[src/rtl/gnr_attractor_ctrl_pkg.sv]
// -----------------------------------------------------------------------------
// gnr_attractor_ctrl_pkg
// Shared definitions for the gene-regulatory-network attractor controller:
// the controller FSM encoding and the default counter width.
// -----------------------------------------------------------------------------
package gnr_attractor_ctrl_pkg;

    localparam int GNR_CNT_W = 16;

    typedef enum logic [2:0] {
        ST_IDLE,
        ST_INIT,
        ST_STEP,
        ST_CHECK,
        ST_PSTEP,
        ST_PCHECK,
        ST_FIN
    } gnr_state_e;

endpackage

[src/rtl/gnr_attractor_ctrl_step_counter.sv]
// -----------------------------------------------------------------------------
// gnr_step_counter
// Clearable up-counter with a compare-to-limit flag. Saturates at the limit
// so it can never wrap.
//
// Ports:
//   clk, rst_n   clock, asynchronous active-low reset
//   clear_i      synchronous clear (wins over increment)
//   inc_i        increment by one
//   limit_i      comparison limit
//   count_o      current count
//   at_limit_o   count_o == limit_i
// -----------------------------------------------------------------------------
module gnr_step_counter #(
    parameter int CNT_W = 16
) (
    input  logic             clk,
    input  logic             rst_n,
    input  logic             clear_i,
    input  logic             inc_i,
    input  logic [CNT_W-1:0] limit_i,
    output logic [CNT_W-1:0] count_o,
    output logic             at_limit_o
);

    logic [CNT_W-1:0] count_q;
    logic [CNT_W-1:0] count_d;

    assign at_limit_o = (count_q == limit_i);
    assign count_o    = count_q;

    // NOTE: combinational next-state gets a default first so no latch is inferred.
    always_comb begin
        count_d = count_q;
        if (clear_i) begin
            count_d = '0;
        end else if (inc_i && !at_limit_o) begin
            count_d = count_q + 1'b1;
        end
    end

    // NOTE: state registers use non-blocking assignments so every flop samples
    // pre-edge values regardless of block ordering.
    always_ff @(posedge clk or negedge rst_n) begin
        if (!rst_n) begin
            count_q <= '0;
        end else begin
            count_q <= count_d;
        end
    end

endmodule

[src/rtl/gnr_attractor_ctrl.sv]
// -----------------------------------------------------------------------------
// gnr_attractor_ctrl
// Drives two copies of a boolean network (slow s0, fast s1) to find an
// attractor: steps both copies until their states meet at an even step
// index, then steps only s1 until it returns to s0, giving the cycle length.
//
// Ports:
//   clk, rst_n           clock, asynchronous active-low reset
//   start                run request (only honoured in IDLE)
//   seed, max_steps      initial state and per-phase step budget
//   s0_state, s1_state   node outputs of the slow / fast copies
//   reset_nos            one-cycle load of init_state into the nodes
//   init_state           captured seed driven to the nodes
//   start_s0, start_s1   step pulses to the two copies
//   busy, done, timeout  run status; done is a one-cycle pulse
//   meet_steps, period   results, held until the next accepted start
// -----------------------------------------------------------------------------
module gnr_attractor_ctrl
    import gnr_attractor_ctrl_pkg::*;
#(
    parameter int N_NODES = 8,
    parameter int CNT_W   = GNR_CNT_W
) (
    input  logic               clk,
    input  logic               rst_n,
    input  logic               start,
    input  logic [N_NODES-1:0] seed,
    input  logic [CNT_W-1:0]   max_steps,
    input  logic [N_NODES-1:0] s0_state,
    input  logic [N_NODES-1:0] s1_state,
    output logic               reset_nos,
    output logic [N_NODES-1:0] init_state,
    output logic               start_s0,
    output logic               start_s1,
    output logic               busy,
    output logic               done,
    output logic               timeout,
    output logic [CNT_W-1:0]   meet_steps,
    output logic [CNT_W-1:0]   period
);

    gnr_state_e         state_q;
    logic [N_NODES-1:0] seed_q;
    logic [CNT_W-1:0]   limit_q;
    logic               reset_nos_q;
    logic               start_s0_q;
    logic               start_s1_q;
    logic               busy_q;
    logic               done_q;
    logic               timeout_q;
    logic [CNT_W-1:0]   meet_q;
    logic [CNT_W-1:0]   period_q;

    logic               accept;
    logic [CNT_W-1:0]   k_cnt;
    logic [CNT_W-1:0]   p_cnt;
    logic               k_at_lim;
    logic               p_at_lim;
    logic               match;

    assign accept = (state_q == ST_IDLE) && start;
    assign match  = (s0_state == s1_state);

    gnr_step_counter #(.CNT_W(CNT_W)) u_k_cnt (
        .clk        (clk),
        .rst_n      (rst_n),
        .clear_i    (accept),
        .inc_i      (state_q == ST_STEP),
        .limit_i    (limit_q),
        .count_o    (k_cnt),
        .at_limit_o (k_at_lim)
    );

    gnr_step_counter #(.CNT_W(CNT_W)) u_p_cnt (
        .clk        (clk),
        .rst_n      (rst_n),
        .clear_i    (accept),
        .inc_i      (state_q == ST_PSTEP),
        .limit_i    (limit_q),
        .count_o    (p_cnt),
        .at_limit_o (p_at_lim)
    );

    // Outputs are registered: each is set on the transition into the state
    // in which it must be visible, and pulses default back to 0 every cycle.
    always_ff @(posedge clk or negedge rst_n) begin
        if (!rst_n) begin
            state_q     <= ST_IDLE;
            seed_q      <= '0;
            limit_q     <= '0;
            reset_nos_q <= 1'b0;
            start_s0_q  <= 1'b0;
            start_s1_q  <= 1'b0;
            busy_q      <= 1'b0;
            done_q      <= 1'b0;
            timeout_q   <= 1'b0;
            meet_q      <= '0;
            period_q    <= '0;
        end else begin
            reset_nos_q <= 1'b0;
            start_s0_q  <= 1'b0;
            start_s1_q  <= 1'b0;
            done_q      <= 1'b0;
            case (state_q)
                ST_IDLE: begin
                    if (start) begin
                        seed_q      <= seed;
                        // A zero budget still allows one step.
                        limit_q     <= (max_steps == '0) ? {{(CNT_W-1){1'b0}}, 1'b1} : max_steps;
                        timeout_q   <= 1'b0;
                        meet_q      <= '0;
                        period_q    <= '0;
                        busy_q      <= 1'b1;
                        reset_nos_q <= 1'b1;
                        state_q     <= ST_INIT;
                    end
                end
                ST_INIT: begin
                    start_s0_q <= 1'b1;
                    start_s1_q <= 1'b1;
                    state_q    <= ST_STEP;
                end
                ST_STEP: begin
                    state_q <= ST_CHECK;
                end
                ST_CHECK: begin
                    // At odd k the slow copy has taken one step too many, so
                    // equality there means nothing.
                    if (!k_cnt[0] && match) begin
                        meet_q     <= k_cnt;
                        start_s1_q <= 1'b1;
                        state_q    <= ST_PSTEP;
                    end else if (k_at_lim) begin
                        timeout_q <= 1'b1;
                        done_q    <= 1'b1;
                        state_q   <= ST_FIN;
                    end else begin
                        start_s0_q <= 1'b1;
                        start_s1_q <= 1'b1;
                        state_q    <= ST_STEP;
                    end
                end
                ST_PSTEP: begin
                    state_q <= ST_PCHECK;
                end
                ST_PCHECK: begin
                    if (match) begin
                        period_q <= p_cnt;
                        done_q   <= 1'b1;
                        state_q  <= ST_FIN;
                    end else if (p_at_lim) begin
                        timeout_q <= 1'b1;
                        period_q  <= '0;
                        done_q    <= 1'b1;
                        state_q   <= ST_FIN;
                    end else begin
                        start_s1_q <= 1'b1;
                        state_q    <= ST_PSTEP;
                    end
                end
                ST_FIN: begin
                    busy_q  <= 1'b0;
                    state_q <= ST_IDLE;
                end
                default: begin
                    busy_q  <= 1'b0;
                    state_q <= ST_IDLE;
                end
            endcase
        end
    end

    assign reset_nos  = reset_nos_q;
    assign init_state = seed_q;
    assign start_s0   = start_s0_q;
    assign start_s1   = start_s1_q;
    assign busy       = busy_q;
    assign done       = done_q;
    assign timeout    = timeout_q;
    assign meet_steps = meet_q;
    assign period     = period_q;

endmodule
[config.mk]
export PLATFORM = sky130hd
export DESIGN_NAME = gnr_attractor_ctrl
export DESIGN_NICKNAME = d
export VERILOG_FILES = /design/src/rtl/gnr_attractor_ctrl_pkg.sv /design/src/rtl/gnr_attractor_ctrl_step_counter.sv /design/src/rtl/gnr_attractor_ctrl.sv
export SDC_FILE = /design/constraint.sdc
export NUM_CORES = 1
export LEC_CHECK = 0
export CAP_MARGIN = 20
export CORE_UTILIZATION = 48
export DETAILED_ROUTE_END_ITERATION = 7
export HOLD_SLACK_MARGIN = 0.12
export PLACE_DENSITY = 0.78
export SYNTH_ARGS = -nofsm -noshare
export SYNTH_HDL_FRONTEND = slang
export SYNTH_SLANG_ARGS = --single-unit
export TNS_END_PERCENT = 20
[constraint.sdc]
create_clock -name clk -period 1.8 [get_ports clk]
set_input_delay 0.18 -clock clk [delete_from_list [all_inputs] [get_ports clk]]
set_output_delay 0.18 -clock clk [all_outputs]
set_load 0.1 [all_outputs]
### After elaboration in Yosys (flattened, before gate mapping)

Index checks and enable logic that the tools add are counted.

| cells by class | value |
|---|---|
| $add $sub $neg | 2 |
| equality and inequality tests | 15 |
| muxes and demuxes | 39 |
| bitwise logic cells | 1 |
| reductions and logical operators | 20 |

Operator list:

| operator | number |
|---|---|
| two-way mux 16 bit | 9 |
| case mux 16 bit (2 select lines) | 2 |
| adder 16 x 1 -> 16 bit, second input constant | 2 |
| equality test 16 bit | 2 |
| case mux 3 bit (6 select lines) | 1 |
| two-way mux 1 bit | 17 |
| logical NOT 16 bit | 1 |
| two-way mux 3 bit | 3 |
| equality test 8 bit | 1 |
| inequality test 2 bit, second input constant | 4 |
| nonzero test 2 bit | 4 |
| equality test 3 x 2 -> 1 bit, second input constant | 2 |
| equality test 3 bit, second input constant | 2 |
| case mux 1 bit (2 select lines) | 3 |
| case mux 1 bit (3 select lines) | 2 |
| AND reduction 3 bit | 2 |
| AND reduction 6 bit | 1 |
| OR reduction 5 bit | 1 |
| logical AND 1 bit | 4 |
| two-way mux 2 bit | 2 |
| inequality test 2 x 1 -> 1 bit, second input constant | 2 |
| AND reduction 2 bit | 2 |
| equality test 3 x 1 -> 1 bit, second input constant | 1 |
| logical NOT 1 bit | 3 |
| 4 further kinds | 4 |

| storage, ports and cells | value |
|---|---|
| flip-flop bits (word level) | 97 |

### Logic depth before layout (Yosys ltp)

| logic depth | value |
|---|---|
| depth after elaboration | 5 |
| mapped depth | 9 |
| depth with buffers taken out | 5 |

### Cells and area by module

Synthesis repeated with hierarchy kept, for this count alone.

| unflattened totals | value |
|---|---|
| cell total of the unflattened synthesis | 515 |
| area, all modules | 5333.9 µm² |

By module, submodules not included:

| module | times used | cells each | area each (µm²) | seq. area each (µm²) |
|---|---|---|---|---|
| gnr_attractor_ctrl | 1 | 281 | 3161.8 | 1626.6 |
| gnr_step_counter | 2 | 117 | 1086.0 | 400.4 |

### Worst setup path after synthesis

No wires, ideal clock.

| timing | value |
|---|---|
| path type | flip-flop to flip-flop |
| from | register u_p_cnt.count_q[2] (netlist: u_p_cnt.count_o[2]) |
| to | register period_q[10] (netlist: period[10]) |
| data arrival time | 1.761 ns |
| data required time | 1.678 ns |
| slack | -0.083 ns |
| cell stages (with the launch flop) | 9 |
| period minus slack after synthesis | 1.883 ns |
| cell sequence | dfrtp_1 buf_2 xor2_1 nor4_1 and4_1 buf_2 o31ai_4 buf_2 a22o_1 |

| between the ends | value |
|---|---|
| word-level cells in the longest chain between the ends | 3 |

RTL lines:

| what | RTL line | text |
|---|---|---|
| start, declared | gnr_attractor_ctrl_step_counter.sv:26 | `logic [CNT_W-1:0] count_q;` |
| start signal, assigned | gnr_attractor_ctrl_step_counter.sv:48 | `count_q <= count_d;` |
| equality test 16 bit | gnr_attractor_ctrl_step_counter.sv:29 | `assign at_limit_o = (count_q == limit_i);` |
| inequality test 3 x 2 -> 1 bit (no source line) | n/a |  |
| AND reduction 3 bit (no source line) | n/a |  |
| end signal, assigned | gnr_attractor_ctrl.sv:148 | `period_q <= p_cnt;` |
| end, declared | gnr_attractor_ctrl.sv:52 | `logic [CNT_W-1:0] period_q;` |

No other way between the ends.
A chain may end at the register's enable or synchronous reset.

### Final worst setup path

| timing | value |
|---|---|
| from | register limit_q[1] |
| to | register u_k_cnt.count_q[9] (netlist: u_k_cnt.count_o[9]) |

| between the ends | value |
|---|---|
| word-level cells in the longest chain between the ends | 4 |

RTL lines:

| what | RTL line | text |
|---|---|---|
| start, declared | gnr_attractor_ctrl.sv:44 | `logic [CNT_W-1:0] limit_q;` |
| start signal, assigned | gnr_attractor_ctrl.sv:109 | `limit_q <= (max_steps == '0) ? {{(CNT_W-1){1'b0}}, 1'b1} : max_steps;` |
| equality test 16 bit | gnr_attractor_ctrl_step_counter.sv:29 |  |
| logical NOT 1 bit | gnr_attractor_ctrl_step_counter.sv:37 | `end else if (inc_i && !at_limit_o) begin` |
| logical AND 1 bit | gnr_attractor_ctrl_step_counter.sv:37 |  |
| nonzero test 2 bit (no source line) | n/a |  |
| end signal, assigned | gnr_attractor_ctrl_step_counter.sv:48 |  |
| end, declared | gnr_attractor_ctrl_step_counter.sv:26 |  |

No other way between the ends.

==> reports/qor.csv <==
stage;metric;value;unit
routing;wire_per_inst;19.7;um
worst_setup_path;criticalPathCategory;reg2reg;
worst_setup_path;reg2reg_from;limit_q[1];
synth;ys_seq_elements;97;
timing;fmax;0.497;GHz
timing;tns;-7250;ps
worst_setup_path;cp_top_family;simple AND/OR/NAND/NOR gates;
synth;synth_cells;502;
place;dpl.hpwl;9680;um
run;maxCapViolCount;0;
cells_and_area;post-route-cell-area;7220;um^2
power;p_clk_share;20.6;%
clock_tree;root_buffer;clkbuf_8;
timing;clock-skew-final;20.8;ps
worst_hold_path;hp-class;in2async;
place;port_buffers;88;
status;status;finished, violations left;
synth;synth-main-ff-cell;dfrtp_1;
synth;syn-num-nets;547;
synth;synthesis.area;4850;um^2
worst_setup_path;start_kind;flop;
synth;yosysSeqAreaShare;50.1;%
worst_setup_path;worstPathCellList;buf_6 -> xor2_4 -> nor4_4 -> and4_4 -> buf_12 -> buf_16 -> o31ai_1 -> a21oi_1;
timing;slew_headroom;64.5;%
clock_tree;cts_tree;yes;
routing;drt_first_pass_iters;7;
synth;syn_area_per_cell;9.65;um^2
timing;fin_crit;2010;ps
worst_setup_path;ff2ff_setup_slack;-210;ps
routing;via_per_inst;5.96;
place;place_inst;774;
worst_setup_path;worstPathMaxFanout;7;
timing;final_max_slew_viol_count;0;
clock_tree;insertion_delay;390;ps
floorplanning;fp.dieH;102;um
timing;tightest_slew;532;ps
power;p_sw_share;40.1;%
power;powerDensity;932;nW/um^2
power;irDropWorstVdd;483;uV
cells_and_area;n_antenna_cell;0;
cells_and_area;fillerInstances;616;
cells_and_area;syn2layout_area_growth;49.0;%
clock_tree;numCtsBuffers;9;
cells_and_area;nets;716;
synth;async_flop_share;100;%
worst_setup_path;ff2ff_path_depth;8;
worst_setup_path;crit_path_max_incr_delay;430;ps
clock_tree;htreeDepth;3;
floorplanning;io_pins;89;
power;total_power;0.00673;W
routing;routed_wl;15900;um
worst_setup_path;crit_buf_inv;3;
routing;drt_iter0_drc;286;
global_route;antenna_found_initial;0;
floorplanning;num_rows;36;
cells_and_area;drive_gt1_share;35.5;%
global_route;grt_usage;27.9;%
floorplanning;initial_core_util;49.6;%
place;place_area;6300;um^2
synth;synth_edf_count;0;
clock_tree;cts.sinks;97;
place;place_ws;-203;ps
cells_and_area;final_cells;809;
global_route;grt_pass1_vias;4421;
routing;drtAntennaViolNets;0;
clock_tree;clkTransAtPathRegs;110;ps
place;place_congestion;0.882;
power;seqPwrFrac;41.3;%
global_route;grt_max_degree;40;
power;comb_power_share;38.1;%
timing;setup_viol;53;
clock_tree;clockBufferDepth;2;
worst_setup_path;cp_slowest_cell;dfrtp_1;
timing;rsz0062_at_grt;true;
power;power.net_switching;0.00270;W
timing;fin_ws;-213;ps
routing;vias;4818;
floorplanning;core;9770;um^2
worst_setup_path;required;2110;ps
synth;yosysUniqueCellTypes;48;
worst_setup_path;end_kind;flop;
synth;yosysWarnings;0;
worst_setup_path;critPathArrivalTime;2320;ps
status;violations;negative setup slack;
global_route;grt_pass1_wl;22000;um
timing;post-route-period-util;112;%
timing;hold_violations;0;
routing;remaining_drc_errors;0;
floorplanning;dieArea;10500;um^2
worst_setup_path;r2r-end;u_k_cnt.count_o[9];
power;p_leak;3.26;nW
global_route;grt_overflow;0;
power;intPower;0.00403;W
floorplanning;chipWidth;102;um
-- layer usage --
layer / vias to the layer above / global-route usage, % / share of wire, %
met1: 2354 / 35.7 / 37
li1: 2105 / - / -
met4: 0 / 12.4 / 4.2
met5: - / 0 / 0
met3: 72 / 4.51 / 7.4
met2: 287 / 46.7 / 51
-- kinds of logic after synthesis --
logic type	Yosys count	share of synthesized area [%]
compound gates	83	12.2
xor+xnor	40	7.23
fa+ha+maj	2	0.516
buf+inv	51	4.52
flops	97	50.1
mux	21	4.34
simple gates	208	21.1
-- cell usage in the layout, fill, tap and decap left out, types with 14 or more instances in the layout --
cell	instances
a22o_1	16
buf_6	14
clkdlybuf4s50_1	41
dfrtp_1	88
nand3_1	14
mux2i_1	21
buf_4	123
xor2_1	21
inv_1	19
nand2_1	111
-- cell type report --
class,instances,area [um^2],share of cell area [%]
Sequential cell,97,2440,33.8
Clock buffer,11,141,1.96
Multi-Input combinational cell,354,2640,36.6
Inverter,20,77.6,1.07
Tap cell,133,166,2.30
Timing Repair Buffer,189,1720,23.8
Clock inverter,5,37.5,0.520
-- sequential cells by signal, summed over array words and instances, names as in the netlist --
name / flops
reset_nos: 1
done: 1
u_k_cnt.count_o: 16
limit_q: 16
timeout: 1
u_p_cnt.count_o: 16
period: 16
busy: 1
meet_steps: 16
start_s1: 1
state_q: 3
start_s0: 1
init_state: 8
-- cells in the mapped netlist (7+ instances only) --
master      n  share of area (%)
o21ai_0    14                1.4
nor4_1     14                1.8
o31ai_1    16                2.5
nor2_1      7               0.54
a21oi_1    18                1.9
nor3_1      7               0.72
nand2_1   113                8.8
nand4_1    12                1.5
a22o_1     16                2.9
clkbuf_1   11               0.85
xor2_1     32                5.8
inv_1      19                1.5
nand3_1    15                1.5
xnor2_1     8                1.4
mux2i_1    21                4.3
buf_2      13                1.3
dfrtp_1    97                 50
or4_1      16                2.5
-- worst max-delay path by stage --
stage | from | endpoint | slack [ps] | cells past startpoint
2_1_floorplan | u_p_cnt.count_o[3] | u_p_cnt.count_o[12] | -20 | 6
3_3_place_gp | limit_q[11] | u_p_cnt.count_o[14] | -140 | 6
3_5_place_dp | u_p_cnt.count_o[7] | u_p_cnt.count_o[12] | -200 | 5
4_1_cts | limit_q[10] | u_k_cnt.count_o[13] | -130 | 7
5_1_grt | u_p_cnt.count_o[6] | period[4] | -320 | 7
6_report | limit_q[1] | u_k_cnt.count_o[9] | -210 | 8
-- power by group through the flow --
stage,clock (W),sequential (W),combinational (W)
6_report,0.00138,0.00278,0.00256
5_1_grt,0.00148,0.00280,0.00270
4_1_cts,0.00137,0.00271,0.00221
3_5_place_dp,0,0.00275,0.00207
3_3_place_gp,0,0.00274,0.00200
2_1_floorplan,0,0.00317,0.000737
-- per-stage QoR --
stage,util (%),hold WS [ps]
final,73.9,309
after global routing,73.9,332
after CTS,69.5,314
after detailed placement,64.5,197
after global placement,64.5,190
after floorplan,-,-116
-- timing repair --
item,in CTS,in global routing
pin swaps,44,22
endpoints found under the setup margin,51,64
hold buffers,1,0
cloned,1,2
buffers inserted,10,6
hold endpoints to repair,37,0
gates resized for setup,49,63
No activity file was read; power rests on OpenSTA's default activity.
